===== config.mk =====
export PLATFORM = sky130hd
export DESIGN_NAME = multi_channel_debounce
export DESIGN_NICKNAME = d
export VERILOG_FILES = /design/src/rtl/multi_channel_debounce.sv
export SDC_FILE = /design/constraint.sdc
export NUM_CORES = 1
export LEC_CHECK = 0
export ABC_AREA = 1
export CAP_MARGIN = 10
export CORE_ASPECT_RATIO = 0.7
export CORE_UTILIZATION = 35
export CTS_CLUSTER_SIZE = 16
export DETAILED_ROUTE_END_ITERATION = 8
export SYNTH_ARGS = -nofsm -noshare
export SYNTH_HDL_FRONTEND = slang
export SYNTH_SLANG_ARGS = --single-unit

===== constraint.sdc =====
create_clock -name clk -period 1.9 [get_ports clk]
set_input_delay 0.38 -clock clk [delete_from_list [all_inputs] [get_ports clk]]
set_output_delay 0.38 -clock clk [all_outputs]
set_load 0.01 [all_outputs]

===== src/rtl/multi_channel_debounce.sv =====
// multi_channel_debounce
//   NUM_CH pushbutton debouncers sharing one millisecond sample prescaler.
//   Each channel: 2-flop synchroniser, optional polarity inversion, then a
//   stable-count filter that commits a new level only after DEBOUNCE_MS
//   consecutive differing ticks. Rise/fall strobes are registered alongside
//   the level so they appear in the same clk the level changes.
//   Optional feature macro: LONG_PRESS_EN adds a per-channel hold counter
//   and a one-shot btn_long strobe; without it btn_long is tied low.
module multi_channel_debounce #(
    parameter int NUM_CH      = 4,
    parameter int CLK_PER_MS  = 100000,
    parameter int DEBOUNCE_MS = 25,
    parameter int ACTIVE_LOW  = 0,
    parameter int LONG_MS     = 1000
) (
    input  logic              clk,
    input  logic              rst,
    input  logic [NUM_CH-1:0] btn,
    output logic [NUM_CH-1:0] btn_level,
    output logic [NUM_CH-1:0] btn_rise,
    output logic [NUM_CH-1:0] btn_fall,
    output logic [NUM_CH-1:0] btn_long
);

    // Prescaler width; a divide-by-1 prescaler still needs a 1-bit counter.
    localparam int TW = (CLK_PER_MS > 1) ? $clog2(CLK_PER_MS) : 1;
    localparam int CW = $clog2(DEBOUNCE_MS + 1);
    localparam logic [TW-1:0] TICK_LAST = TW'(CLK_PER_MS - 1);
    localparam logic [CW-1:0] CNT_LAST  = CW'(DEBOUNCE_MS - 1);
    localparam logic          POL       = (ACTIVE_LOW != 0);

    logic [TW-1:0]     tick_cnt_reg;
    logic              tick;
    logic [NUM_CH-1:0] s1_reg;
    logic [NUM_CH-1:0] s2_reg;
    logic [NUM_CH-1:0] in_w;

    assign tick = (tick_cnt_reg == TICK_LAST);
    assign in_w = s2_reg ^ {NUM_CH{POL}};

    // Shared sample prescaler: counts 0..CLK_PER_MS-1, tick on the last count.
    always_ff @(posedge clk or posedge rst) begin
        if (rst) begin
            tick_cnt_reg <= '0;
        end else if (tick) begin
            tick_cnt_reg <= '0;
        end else begin
            tick_cnt_reg <= tick_cnt_reg + 1'b1;
        end
    end

    // Two-flop synchroniser for the raw asynchronous button pins.
    always_ff @(posedge clk or posedge rst) begin
        if (rst) begin
            s1_reg <= '0;
            s2_reg <= '0;
        end else begin
            s1_reg <= btn;
            s2_reg <= s1_reg;
        end
    end

    generate
        for (genvar gi = 0; gi < NUM_CH; gi++) begin : g_ch
            logic [CW-1:0] cnt_reg;
            logic          level_reg;
            logic          rise_reg;
            logic          fall_reg;

            // Stable-count filter: any sample matching the current level
            // restarts the count; DEBOUNCE_MS differing ticks commit the change.
            always_ff @(posedge clk or posedge rst) begin
                if (rst) begin
                    cnt_reg   <= '0;
                    level_reg <= 1'b0;
                    rise_reg  <= 1'b0;
                    fall_reg  <= 1'b0;
                end else begin
                    rise_reg <= 1'b0;
                    fall_reg <= 1'b0;
                    if (in_w[gi] == level_reg) begin
                        cnt_reg <= '0;
                    end else if (tick) begin
                        if (cnt_reg == CNT_LAST) begin
                            level_reg <= in_w[gi];
                            cnt_reg   <= '0;
                            rise_reg  <= in_w[gi];
                            fall_reg  <= ~in_w[gi];
                        end else begin
                            cnt_reg <= cnt_reg + 1'b1;
                        end
                    end
                end
            end

            assign btn_level[gi] = level_reg;
            assign btn_rise[gi]  = rise_reg;
            assign btn_fall[gi]  = fall_reg;

`ifdef LONG_PRESS_EN
            localparam int LW = $clog2(LONG_MS + 1);
            localparam logic [LW-1:0] HOLD_MAX = LW'(LONG_MS);

            logic [LW-1:0] hold_reg;
            logic          long_reg;

            // Hold timer: runs on ticks while pressed, saturates, and fires
            // its strobe only on the tick that reaches LONG_MS.
            always_ff @(posedge clk or posedge rst) begin
                if (rst) begin
                    hold_reg <= '0;
                    long_reg <= 1'b0;
                end else begin
                    long_reg <= 1'b0;
                    if (!level_reg) begin
                        hold_reg <= '0;
                    end else if (tick && (hold_reg != HOLD_MAX)) begin
                        hold_reg <= hold_reg + 1'b1;
                        if (hold_reg == HOLD_MAX - 1'b1) begin
                            long_reg <= 1'b1;
                        end
                    end
                end
            end

            assign btn_long[gi] = long_reg;
`else
            assign btn_long[gi] = 1'b0;
`endif
        end
    endgenerate

endmodule


==> impl_metrics.json <==
{
  "die_w_um": 114,
  "p_sw_uw": 595,
  "rr_startpoint": "tick_cnt_reg[0]",
  "fmax_ghz": 0.582,
  "r2r_cells": 8,
  "switching_share_pct": 20.7,
  "grt_max_degree": 58,
  "pwr-share-clk_pct": 54.9,
  "power.leakage_nw": 1.76,
  "drt_iter0_markers": 182,
  "cts_setup_buffers": 0,
  "htree_levels": 3,
  "synth.cell_area_um2": 3080,
  "avgSynthCellArea_um2": 8.45,
  "grt_usage_pct": 15.5,
  "dr_total_vias": 2386,
  "fp.dieArea_um2": 9200,
  "grt_remaining_overflow": 0,
  "port_buffers": 17,
  "fin_crit_sh_pct": 90.5,
  "antenna_found_initial": 0,
  "clkSinkCount": 57,
  "ys_seq_area_share_pct": 46.2,
  "drt_first_pass_iters": 4,
  "syn_inst": 365,
  "insertion_delay_ns": 0.33,
  "p_comb_share_pct": 2.3,
  "fin_skew_ns": 0.00902,
  "r2r_slack_ns": 0.18,
  "fill_cells": 825,
  "crit_path_start_kind": "flip-flop",
  "io_pins": 22,
  "cp.required_ns": 2.12,
  "start_util_pct": 36.2,
  "status": "complete, no violations",
  "die_h_um": 80.5,
  "root_buffer": "clkbuf_16",
  "wl_um": 6210,
  "timing.setup.tns_ns": 0,
  "slew_viol_final": 0,
  "hold_end": "in_w[0]",
  "remaining_drc_errors": 0,
  "synth.distinct_cells": 29,
  "cp-end-kind": "flip-flop",
  "cts-buffers-inserted": 9,
  "num_antenna_cells": 0,
  "grt_pass1_vias": 2196,
  "clock_path_buffers": 2,
  "min_delay_path_depth": 0,
  "num-nets-final": 401,
  "finalSetupViolCount": 0,
  "drive_above_1_share_pct": 12.3,
  "power_frac_seq_pct": 42.8,
  "synth_seq_cells": 57,
  "routedWlPerCell_um": 12.2,
  "r2r_end": "g_ch[0].level_reg",
  "final_antenna_net_count": 0,
  "num_rows": 28,
  "path_class": "reg -> reg",
  "core_um2": 8510,
  "path_clk_slew_ns": 0.05,
  "gp_congestion": 0.860,
  "hold_violations": 0,
  "cts_hold_buffers": 0,
  "viasPerCell": 4.67,
  "crit_path_max_fanout": 4,
  "ir_drop_mv": 0.393,
  "period_needed_ns": 1.72,
  "grt_pass1_wl_um": 10700,
  "largest_register_ffs": 20,
  "place_hpwl_um": 4260,
  "p_int_mw": 2.28,
  "hold_class": "reg -> reg",
  "ctsResizeCount": 0,
  "crit_arrival_ns": 1.94,
  "area_delta_synth_final_pct": 18.3,
  "drv_cap": 0,
  "cts_tree": "built",
  "yosysWarnings": 0,
  "hp-start": "s1_reg[0]",
  "grt_setup_unrepaired": "no",
  "whs_ns": 0.349,
  "power.density_nw_per_um2": 789
}
-- logic make-up (layout without fill, tap and decap cells) --
| kind of cell | after synthesis | in the layout | synth area share [%] |
|---|---|---|---|
| AO/OA/AOI/OAI | 16 | 16 | 2.84 |
| XOR/XNOR | 21 | 21 | 5.96 |
| adder cells (fa/ha/maj) | 9 | 9 | 3.65 |
| buffers and inverters | 74 | 97 | 11.8 |
| flip-flops | 57 | 57 | 46.2 |
| other | 1 | 4 | 0.122 |
| AND/OR/NAND/NOR | 187 | 187 | 29.4 |
-- through the flow --
stage                     instances  power, mW  utilization (%)  area, µm²  setup slack (ns)
final                           511       2.88             42.8       3650             0.181
after global routing            511       2.98             42.8       3650           0.00215
after CTS                       511       2.92             42.8       3650             0.195
after detailed placement        495       1.32             39.4       3350             0.218
after global placement          495       1.32             39.4       3350             0.266
after floorplan                 368       1.29                -       3100             0.120
-- cells in the mapped netlist --
| cell type | n | area share [%] |
|---|---|---|
| buf_2 | 2 | 0.32 |
| nand3_2 | 2 | 0.65 |
| nor2_2 | 6 | 1.2 |
| inv_1 | 48 | 5.8 |
| dfrtp_1 | 57 | 46 |
| nand2_4 | 1 | 0.37 |
| o21ai_0 | 6 | 0.97 |
| nand2_2 | 2 | 0.41 |
| nor3b_1 | 1 | 0.24 |
| conb_1 | 1 | 0.12 |
| inv_2 | 4 | 0.49 |
| buf_6 | 3 | 1.1 |
| nor2_1 | 34 | 4.1 |
| o21ai_1 | 6 | 0.97 |
| nand3_1 | 46 | 7.5 |
| xor2_1 | 13 | 3.7 |
| nor3_1 | 9 | 1.5 |
| clkbuf_1 | 1 | 0.12 |
| buf_4 | 16 | 3.9 |
| nor2_4 | 2 | 0.73 |
| xnor2_1 | 8 | 2.3 |
| nand2_1 | 59 | 7.2 |
| a21oi_1 | 1 | 0.16 |
| ha_1 | 9 | 3.7 |
| or2_2 | 1 | 0.20 |
| nand4_1 | 23 | 4.7 |
| o211ai_1 | 2 | 0.49 |
| nor4_4 | 1 | 0.69 |
| o21bai_1 | 1 | 0.24 |
-- worst max-delay path, cell delays in order, from the launching register on --
cell	delay (ns)
dfrtp_1	0.38
ha_1	0.20
nand2_2	0.09
nor2_2	0.17
nand3_1	0.09
nor2_1	0.34
nand4_1	0.18
nand2_1	0.09
nand2_1	0.05
-- power by group through the flow --
stage	Sequential, mW	Combinational (mW)	Clock, mW
after floorplan	1.25	0.0425	0
after global placement	1.25	0.0671	0
after detailed placement	1.25	0.0681	0
after CTS	1.23	0.0681	1.62
after global routing	1.23	0.0758	1.68
final	1.23	0.0660	1.58
-- worst max path at each step --
stage,slack [ns],depth (start not counted),start,end
3_5_place_dp,0.22,8,tick_cnt_reg[0],g_ch[0].level_reg
4_1_cts,0.19,8,tick_cnt_reg[0],g_ch[0].level_reg
6_report,0.18,8,tick_cnt_reg[0],g_ch[0].level_reg
2_1_floorplan,0.12,1,rst,g_ch[0].cnt_reg[0]
3_3_place_gp,0.27,8,tick_cnt_reg[0],g_ch[0].level_reg
5_1_grt,0.002,8,tick_cnt_reg[0],g_ch[0].level_reg
-- per-layer routing --
| metal | part of all wire (%) | vias to the layer above | track usage, % | routed length (µm) |
|---|---|---|---|---|
| met3 | 5.9 | 8 | 6.49 | 368 |
| met4 | 1.0 | 0 | 5.19 | 62 |
| met5 | 0 | - | 0 | 0 |
| met1 | 52 | 1110 | 21.8 | 3220 |
| li1 | - | 1212 | - | - |
| met2 | 41 | 56 | 21.2 | 2560 |
-- cells in the final DEF (no fill, tap or decap) --
| cell type | netlist | routed |
|---|---|---|
| a21oi_1 | 1 | 1 |
| buf_12 | 0 | 1 |
| buf_4 | 16 | 11 |
| bufinv_16 | 0 | 1 |
| clkbuf_16 | 0 | 9 |
| clkbuf_8 | 0 | 1 |
| clkdlybuf4s50_1 | 0 | 17 |
| clkinv_2 | 0 | 4 |
| clkinvlp_4 | 0 | 1 |
| conb_1 | 1 | 4 |
| dfrtp_1 | 57 | 57 |
| ha_1 | 9 | 9 |
| inv_1 | 48 | 47 |
| inv_2 | 4 | 5 |
| nand2_1 | 59 | 59 |
| nand2_2 | 2 | 2 |
| nand2_4 | 1 | 1 |
| nand3_1 | 46 | 46 |
| nand3_2 | 2 | 2 |
| nand4_1 | 23 | 23 |
| nor2_1 | 34 | 34 |
| nor2_2 | 6 | 6 |
| nor2_4 | 2 | 2 |
| nor3_1 | 9 | 9 |
| nor3b_1 | 1 | 1 |
| nor4_4 | 1 | 1 |
| o211ai_1 | 2 | 2 |
| o21ai_0 | 6 | 6 |
| o21ai_1 | 6 | 6 |
| o21bai_1 | 1 | 1 |
| or2_2 | 1 | 1 |
| xnor2_1 | 8 | 8 |
| xor2_1 | 13 | 13 |
-- final cells by class --
| type | count | area (µm²) | share of cell area (%) |
|---|---|---|---|
| flip-flops and latches | 57 | 1430 | 39.1 |
| multi-input cells | 237 | 1310 | 35.8 |
| repair buffers | 29 | 273 | 7.48 |
| clock buffers | 10 | 239 | 6.55 |
| inverters | 52 | 195 | 5.35 |
| well taps | 120 | 150 | 4.12 |
| clock inverters | 6 | 57.6 | 1.58 |
No activity file was read; power rests on OpenSTA's default activity.
